**src/rtl/icache_refill_ctrl.sv**
```systemverilog
// icache_refill_ctrl: miss/refill sequencer for the instruction cache.
// On a fetch miss it stalls the PC/F2D registers, reads the missing line
// word by word from main memory (ascending order), writes the data array,
// writes the tag on the final cycle and then releases the stall.
// Optional build macro: ICACHE_PERF_EN adds miss and stall-cycle counters.
module icache_refill_ctrl #(
    parameter  int LINE_WORDS = 4,
    parameter  int ADDR_W     = 32,
    localparam int OFS_W      = $clog2(LINE_WORDS)
) (
    input  logic              clk,
    input  logic              rst_n,
    input  logic              lookup_valid,
    input  logic [ADDR_W-1:0] pc,
    input  logic              hit,
    output logic              Mem_Stall,
    output logic              mem_req,
    output logic [ADDR_W-1:0] mem_addr,
    input  logic              mem_ack,
    input  logic [31:0]       mem_rdata,
    output logic              fill_we,
    output logic [OFS_W-1:0]  fill_idx,
    output logic [ADDR_W-1:0] fill_addr,
    output logic [31:0]       fill_data,
    output logic              tag_we
`ifdef ICACHE_PERF_EN
    ,
    output logic [31:0]       perf_miss_cnt,
    output logic [31:0]       perf_stall_cnt
`endif
);

    typedef enum logic [1:0] {
        IDLE = 2'd0,
        FILL = 2'd1,
        DONE = 2'd2
    } state_t;

    // Clears the word offset and byte offset bits to form the line base.
    localparam logic [ADDR_W-1:0] LINE_MASK = {{(ADDR_W-OFS_W-2){1'b1}}, {(OFS_W+2){1'b0}}};
    localparam logic [OFS_W-1:0]  LAST_IDX  = OFS_W'(LINE_WORDS - 1);

    state_t              state_reg, state_next;
    logic [ADDR_W-1:0]   line_base_reg, line_base_next;
    logic [OFS_W-1:0]    cnt_reg, cnt_next;
    logic [ADDR_W-1:0]   word_ofs;
    logic                miss;

    // No miss is reported while held in reset, so every output reads 0.
    assign miss     = rst_n & lookup_valid & ~hit;
    assign word_ofs = {{(ADDR_W-OFS_W-2){1'b0}}, cnt_reg, 2'b00};

    // State, line base and word counter registers.
    always_ff @(posedge clk or negedge rst_n) begin
        if (!rst_n) begin
            state_reg     <= IDLE;
            line_base_reg <= '0;
            cnt_reg       <= '0;
        end else begin
            state_reg     <= state_next;
            line_base_reg <= line_base_next;
            cnt_reg       <= cnt_next;
        end
    end

    // Next-state and output decode; outputs default to 0 in every state.
    always_comb begin
        state_next     = state_reg;
        line_base_next = line_base_reg;
        cnt_next       = cnt_reg;
        Mem_Stall      = 1'b0;
        mem_req        = 1'b0;
        mem_addr       = '0;
        fill_we        = 1'b0;
        fill_idx       = '0;
        fill_addr      = '0;
        fill_data      = '0;
        tag_we         = 1'b0;
        case (state_reg)
            IDLE: begin
                Mem_Stall = miss;
                if (miss) begin
                    line_base_next = pc & LINE_MASK;
                    cnt_next       = '0;
                    state_next     = FILL;
                end
            end
            FILL: begin
                Mem_Stall = 1'b1;
                mem_req   = 1'b1;
                mem_addr  = line_base_reg | word_ofs;
                fill_addr = line_base_reg;
                if (mem_ack) begin
                    fill_we   = 1'b1;
                    fill_idx  = cnt_reg;
                    fill_data = mem_rdata;
                    cnt_next  = cnt_reg + OFS_W'(1);
                    if (cnt_reg == LAST_IDX) begin
                        state_next = DONE;
                    end
                end
            end
            DONE: begin
                // Line is complete: mark it valid, refetch hits next cycle.
                Mem_Stall  = 1'b1;
                tag_we     = 1'b1;
                fill_addr  = line_base_reg;
                state_next = IDLE;
            end
            default: begin
                state_next = IDLE;
            end
        endcase
    end

`ifdef ICACHE_PERF_EN
    logic [31:0] perf_miss_reg, perf_stall_reg;

    // Free-running miss and stall-cycle counters, wrapping at 32 bits.
    always_ff @(posedge clk or negedge rst_n) begin
        if (!rst_n) begin
            perf_miss_reg  <= '0;
            perf_stall_reg <= '0;
        end else begin
            if (state_reg == IDLE && miss) begin
                perf_miss_reg <= perf_miss_reg + 32'd1;
            end
            if (Mem_Stall) begin
                perf_stall_reg <= perf_stall_reg + 32'd1;
            end
        end
    end

    assign perf_miss_cnt  = perf_miss_reg;
    assign perf_stall_cnt = perf_stall_reg;
`endif

endmodule

```
**config.mk**
```make
export PLATFORM = sky130hd
export DESIGN_NAME = icache_refill_ctrl
export DESIGN_NICKNAME = d
export VERILOG_FILES = /design/src/rtl/icache_refill_ctrl.sv
export SDC_FILE = /design/constraint.sdc
export NUM_CORES = 1
export LEC_CHECK = 0
export ABC_CLOCK_PERIOD_IN_PS = 2700
export CAP_MARGIN = 15
export CELL_PAD_IN_SITES_DETAIL_PLACEMENT = 1
export CELL_PAD_IN_SITES_GLOBAL_PLACEMENT = 2
export CORE_ASPECT_RATIO = 0.75
export CORE_UTILIZATION = 19
export DETAILED_ROUTE_END_ITERATION = 10
export PLACE_DENSITY_LB_ADDON = 0.08
export SLEW_MARGIN = 5
export SYNTH_ARGS = -nofsm -noshare
export SYNTH_HDL_FRONTEND = slang
export SYNTH_SLANG_ARGS = --single-unit
```
**constraint.sdc**
```tcl
create_clock -name clk -period 2.7 [get_ports clk]
set_input_delay 0.54 -clock clk [delete_from_list [all_inputs] [get_ports clk]]
set_output_delay 0.54 -clock clk [all_outputs]
set_load 0.005 [all_outputs]
```
==> summary.txt, run 1 <==
clock tree from TritonCTS: done
type of the setup path with the least slack: flip-flop to output port
# H-tree levels: 2
Initial DRT Pass Iterations: 6
nature of the critical path endpoint: output port
pin count of the biggest net entering global routing: 54
layout cells sized above 1: 12.8%
flip-flop count of the largest register after layout: 28
Skew-Pair Late Insertion Delay: 0.27 ns
CTS Root Cell: sky130_fd_sc_hd__clkbuf_16
worst rel slew slack: 61.2%
largest fanout on the critical path: 23
antenna fix cells: 0
vias in the first global route: 2095
flops & latches, synth: 32
Final Cycle Share: 95.5%
final standard cell area without fillers: 4030 µm²
core region area: 11000 µm²
Total Power Consumption: 3680 µW
number of warnings issued by yosys: 0
final critical-path required period: 2.58 ns
count of buffers inserted at the top-level ports: 160
max_cap viols: 0
detailed router's first-iteration violation count: 89
unrepaired setup endpoints after global routing: false
DRC violation count after routing: 14
data arrival at the endpoint of the critical path: 2.04 ns
kind of cell with the highest combined delay on the critical path: buffers and inverters
Filler cells: 1216
data required time of the worst path: 2.16 ns
CP peak stage delay: 0.52 ns
maximum number of buffers from clock root to sink: 2
Final HPWL DP: 5600 µm
hold violation count in the final report: 0
Routed wire per std cell: 15.2 µm
synth unique cells: 24
Die Footprint: 11800 µm²
total clock sinks: 32
Pins Over Slew Limit: 0
type of the tightest min-delay check: primary input to async pin
clock buffers created by TritonCTS: 5
gr usage total: 12.8%
gp weighted congestion: 0.653
clock-pin slew on the worst setup and hold paths: 0.05 ns
count of final setup violators: 0
static power due to leakage: 0.00185 µW
wire length of the first global-routing pass: 11700 µm
height of the chip: 94.2 µm
Critical Path Slowest Stage Cell: sky130_fd_sc_hd__clkdlybuf4s50_1
via count: 1993
hold buffer count at CTS: 0
residual antenna-violating net count after detailed routing: 0
Placed Instance Area: 3890 µm²
slew at the pin closest to its max-slew limit: 0.581 ns
number of antenna violations at the first check in global routing: 0
average via count per standard cell: 3.99
result of the run: finished, violations left
violations in the final reports: DRC
mapped cell area: 2150 µm²
Avg Synthesized Cell Area: 10.5 µm²
Syn-to-layout area delta: 87.1%
sequential area share after synthesis: 37.2%
number of placement rows: 33
Max Clk Rate: 388 MHz
number of instances in the synthesized netlist: 204
Congestion Overflow GR: 0
sum of negative setup slack: 0 ns
starting utilization of the core area: 19.6%
Worst IR Drop VDD: 0.441 mV
crit start category: flip-flop
number of nets in the layout: 435
buffering stage count on the worst path with inverters included: 3
Cell Count, Final, Fillers Out: 500
placed insts: 493
setup skew after layout: 0.00256 ns
power per standard cell area: 915 nW/µm²
wire length reported by the detailed router: 7620 µm
cells traversed along the worst timing path: inv_1 > ha_2 > buf_12 > and2_1 > clkdlybuf4s50_1
Boundary Pins: 171
chip width: 125 µm
==> cells by family after synthesis <==
group,after synthesis,synth area share [%]
flops,32,37.2
mux,29,20.1
simple gates,102,29.9
fa+ha+maj,6,3.49
buf+inv,27,6.86
other cells,1,0.174
compound gates,7,2.27
==> worst register-to-register path: cells and delay by family, from the launching register on <==
family | cells | cell delay (ns)
buf+inv | 2 | 0.45
fa+ha+maj | 1 | 0.26
simple gates | 2 | 0.38
flops | 1 | 0.41
compound gates | 1 | 0.27
==> repair_timing <==
item	CTS	global route
buffers inserted	0	0
endpoints found under the hold margin	0	0
gates resized for setup	0	1
endpoints found under the setup margin	0	23
==> final timing paths <==
check                      slack [ns]  cells past startpoint                       endpoint                           from
setup / recovery                 0.12                      5                  fill_addr[27]       state_reg[1]$_DFFE_PN0P_
hold / removal                   0.35                      2  line_base_reg[11]$_DFFE_PN0P_                          rst_n
setup reg to reg                 0.81                      6         cnt_reg[1]$_DFFE_PN0P_       state_reg[1]$_DFFE_PN0P_
hold reg to reg                  0.52                      1  line_base_reg[25]$_DFFE_PN0P_  line_base_reg[25]$_DFFE_PN0P_
max in group asynchronous        2.01                      2  line_base_reg[28]$_DFFE_PN0P_                          rst_n
min in group clk                 0.52                      1  line_base_reg[25]$_DFFE_PN0P_  line_base_reg[25]$_DFFE_PN0P_
==> through the flow <==
| step | util [%] | hold slack (ns) | setup WS [ns] |
|---|---|---|---|
| global route | 36.7 | 0.396 | 0.00330 |
| detailed placement | 35.4 | 0.504 | 0.202 |
| global placement | 35.4 | 0.504 | 0.218 |
| CTS | 36.6 | 0.377 | 0.0320 |
| finish | 36.7 | 0.355 | 0.121 |
| floorplan | - | 0.244 | 0.857 |
==> layout make-up <==
class                      instances  area (µm²)  share of cell area, %
multi-input combinational        150        1230                   30.5
inverter                           4        15.0                  0.373
tap                              140         175                   4.35
sequential                        32         801                   19.9
timing repair buffer             167        1670                   41.6
clock buffer                       6         129                   3.20
clock inverter                     1        5.00                  0.124
==> per-layer routing <==
metal / GRT usage [%] / vias to the layer above / part of all wire [%]
met1: 17.6 / 949 / 48
met3: 4.16 / 4 / 6.6
met2: 20.0 / 62 / 45
met4: 1.83 / 0 / 0.28
met5: 0 / - / 0
li1: - / 978 / -
==> synthesized netlist by cell type <==
| cell type | count | area, µm² |
|---|---|---|
| sky130_fd_sc_hd__nand2_1 | 2 | 7.51 |
| sky130_fd_sc_hd__clkbuf_1 | 13 | 48.8 |
| sky130_fd_sc_hd__and3_1 | 35 | 219 |
| sky130_fd_sc_hd__a311o_1 | 1 | 10.0 |
| sky130_fd_sc_hd__ha_1 | 6 | 75.1 |
| sky130_fd_sc_hd__dfrtp_1 | 32 | 801 |
| sky130_fd_sc_hd__buf_6 | 3 | 33.8 |
| sky130_fd_sc_hd__nand3_1 | 2 | 10.0 |
| sky130_fd_sc_hd__o21a_1 | 1 | 7.51 |
| sky130_fd_sc_hd__o21ai_0 | 1 | 5.00 |
| sky130_fd_sc_hd__and2_1 | 58 | 363 |
| sky130_fd_sc_hd__mux2_4 | 28 | 420 |
| sky130_fd_sc_hd__and3b_1 | 1 | 8.76 |
| sky130_fd_sc_hd__mux2_2 | 1 | 11.3 |
| sky130_fd_sc_hd__nand2b_1 | 1 | 6.26 |
| sky130_fd_sc_hd__a21oi_1 | 2 | 10.0 |
| sky130_fd_sc_hd__conb_1 | 1 | 3.75 |
| sky130_fd_sc_hd__buf_4 | 6 | 45.0 |
| sky130_fd_sc_hd__a211o_1 | 1 | 8.76 |
| sky130_fd_sc_hd__inv_1 | 4 | 15.0 |
| sky130_fd_sc_hd__a21boi_1 | 1 | 7.51 |
| sky130_fd_sc_hd__buf_2 | 1 | 5.00 |
| sky130_fd_sc_hd__nand3b_1 | 2 | 15.0 |
| sky130_fd_sc_hd__nand4b_2 | 1 | 15.0 |
==> layout by cell type (no fill, tap or decap), types with 2 or more instances in the layout <==
| cell | count |
|---|---|
| sky130_fd_sc_hd__ha_1 | 4 |
| sky130_fd_sc_hd__nand3_1 | 2 |
| sky130_fd_sc_hd__ha_2 | 2 |
| sky130_fd_sc_hd__clkdlybuf4s50_1 | 159 |
| sky130_fd_sc_hd__buf_4 | 5 |
| sky130_fd_sc_hd__mux2_4 | 28 |
| sky130_fd_sc_hd__and2_1 | 58 |
| sky130_fd_sc_hd__conb_1 | 6 |
| sky130_fd_sc_hd__nand2_1 | 2 |
| sky130_fd_sc_hd__clkbuf_16 | 5 |
| sky130_fd_sc_hd__inv_1 | 4 |
| sky130_fd_sc_hd__a21oi_1 | 2 |
| sky130_fd_sc_hd__buf_12 | 2 |
| sky130_fd_sc_hd__and3_1 | 35 |
| sky130_fd_sc_hd__dfrtp_1 | 32 |
| sky130_fd_sc_hd__nand3b_1 | 2 |
==> report_power, final <==
part	internal, µW	switching, µW	leakage (µW)
Clock	335	197	0.0000667
Sequential	723	174	0.000386
Combinational	1480	774	0.00140
Total	2540	1140	0.00185
No activity file was read; power rests on OpenSTA's default activity.
==> run 2: changes to the inputs <==
ABC_CLOCK_PERIOD_IN_PS = unset   (was 2700)
==> results of run 2 <==
The final DEF is identical to that of run 1; final timing and power are the same.
==> run 3: changes to the inputs <==
CORE_ASPECT_RATIO = 0.8   (was 0.75)
CORE_UTILIZATION = 36   (was 19)
DONT_BUFFER_PORTS = 1   (was unset)
==> run 3 against run 2 <==
The flow now finishes without violations. Critical path depth fell by 1. Non-clock buffer count fell by 161. Global-route usage rose by 5.5 points. Sequential power rose by 2.5%. Worst hold slack got worse by 0.26 ns. Die area fell by 46%. Via count fell by 27%. First-iteration DRC count fell by 44%. Clock-buffer cell count rose by 2. Sequential share of layout area rose by 15 points. Critical endpoint is now mem_addr[13]. Largest cell class is now multi-input gates.
==> summary.txt, run 3 (synthesis gave the netlist of run 1 again) <==
Placed Instance Area: 2180 µm²
vias in the first global route: 1475
result of the run: finished clean
height of the chip: 71.2 µm
Syn-to-layout area delta: 6.22%
area taken by multi-input logic gates: 1220 µm²
chip width: 88.4 µm
largest fanout on the critical path: 40
detailed router's first-iteration violation count: 50
count of final setup violators: 0
Initial DRT Pass Iterations: 3
nature of the critical path endpoint: output port
clock buffers created by TritonCTS: 5
residual antenna-violating net count after detailed routing: 0
post-CTS setup buffer count: 0
most common library cell in the layout ignoring fill and taps: sky130_fd_sc_hd__and2_1
crit start category: flip-flop
sum of negative setup slack: 0 ns
gp weighted congestion: 0.706
pin count of the biggest net entering global routing: 41
core region area: 5620 µm²
data required time of the worst path: 2.16 ns
flip-flop count of the largest register after layout: 28
starting utilization of the core area: 38.3%
area used by sequential logic in the layout: 801 µm²
data arrival at the endpoint of the critical path: 1.90 ns
Skew-Pair Late Insertion Delay: 0.27 ns
gr usage total: 18.3%
Pins Over Slew Limit: 0
maximum number of buffers from clock root to sink: 2
number of nets in the layout: 274
worst rel slew slack: 59.9%
max_cap viols: 0
# H-tree levels: 2
Die Footprint: 6290 µm²
via count: 1453
Worst IR Drop VDD: 0.601 mV
layout cells sized above 1: 21.5%
clock-pin slew on the worst setup and hold paths: 0.06 ns
count of buffers inserted at the top-level ports: 0
hold violation count in the final report: 0
final standard cell area without fillers: 2290 µm²
static power due to leakage: 0.00124 µW
type of the tightest min-delay check: primary input to async pin
depth of the worst register-to-register path: 6
wire length reported by the detailed router: 5670 µm
total clock sinks: 32
final critical-path required period: 2.44 ns
number of placement rows: 24
number of gates resized after CTS: 0
slew at the pin closest to its max-slew limit: 0.602 ns
type of the setup path with the least slack: flip-flop to output port
Final Cycle Share: 90.5%
Max Clk Rate: 409 MHz
power per standard cell area: 1100 nW/µm²
Congestion Overflow GR: 0
CTS Root Cell: sky130_fd_sc_hd__clkbuf_8
Total Power Consumption: 2510 µW
unrepaired setup endpoints after global routing: false
wire length of the first global-routing pass: 8380 µm
Routed wire per std cell: 20.4 µm
commonest cells after routing, fill and taps aside: sky130_fd_sc_hd__and2_1, sky130_fd_sc_hd__and3_1, sky130_fd_sc_hd__dfrtp_1
Filler cells: 626
number of antenna violations at the first check in global routing: 0
average via count per standard cell: 5.23
hold buffer count at CTS: 1
setup skew after layout: 0.00422 ns
Boundary Pins: 171
clock tree from TritonCTS: done
Final HPWL DP: 4290 µm
antenna fix cells: 0
DRC violation count after routing: 0
## run 3: critical path, stage by stage (launching register included)
cell and delay [ns]:
sky130_fd_sc_hd__dfrtp_1 0.41, sky130_fd_sc_hd__inv_1 0.12, sky130_fd_sc_hd__ha_2 0.58, sky130_fd_sc_hd__buf_4 0.32, sky130_fd_sc_hd__and2_1 0.18
## run 3: report_power, final
group / switching, µW / leakage (µW) / internal (µW)
Combinational: 594 / 0.000804 / 624
Sequential: 197 / 0.000386 / 722
Clock: 161 / 0.0000455 / 208
Total: 951 / 0.00124 / 1550
## run 3: path summary, 6_finish.rpt
check / startpoint / end / slack [ns]
worst max-delay path: state_reg[1]$_DFFE_PN0P_ / mem_addr[13] / 0.26
worst min-delay path: rst_n / line_base_reg[28]$_DFFE_PN0P_ / 0.09
worst max register to register: state_reg[0]$_DFFE_PN0P_ / line_base_reg[20]$_DFFE_PN0P_ / 0.66
worst min register to register: line_base_reg[10]$_DFFE_PN0P_ / line_base_reg[10]$_DFFE_PN0P_ / 0.53
max in group asynchronous: rst_n / line_base_reg[9]$_DFFE_PN0P_ / 2.44
min in group clk: pc[5] / line_base_reg[5]$_DFFE_PN0P_ / 0.41
## run 3: through the flow
step	worst slack, ns	hold WS, ns	utilization, %	cells
after global placement	0.684	0.245	38.7	269
final	0.256	0.0918	40.7	278
after detailed placement	0.577	0.245	38.7	269
after floorplan	0.857	0.244	-	209
after CTS	0.263	0.0866	40.7	278
after global routing	0.125	0.0799	40.7	278
## run 3: layout make-up
cell class                      instances  share of cell area, %
Multi-Input combinational cell        150                   53.6
Sequential cell                        32                   35.0
Clock buffer                            8                   3.94
Timing Repair Buffer                    6                   2.52
Inverter                                4                  0.657
Tap cell                               78                   4.27
## run 3: per-layer routing
layer / vias to the layer above / GRT usage (%) / part of all wire [%]
met4: 0 / 4.30 / 0.37
met3: 2 / 4.43 / 5.7
met1: 717 / 21.2 / 39
met2: 83 / 33.7 / 55
li1: 651 / - / -
met5: - / 0 / 0
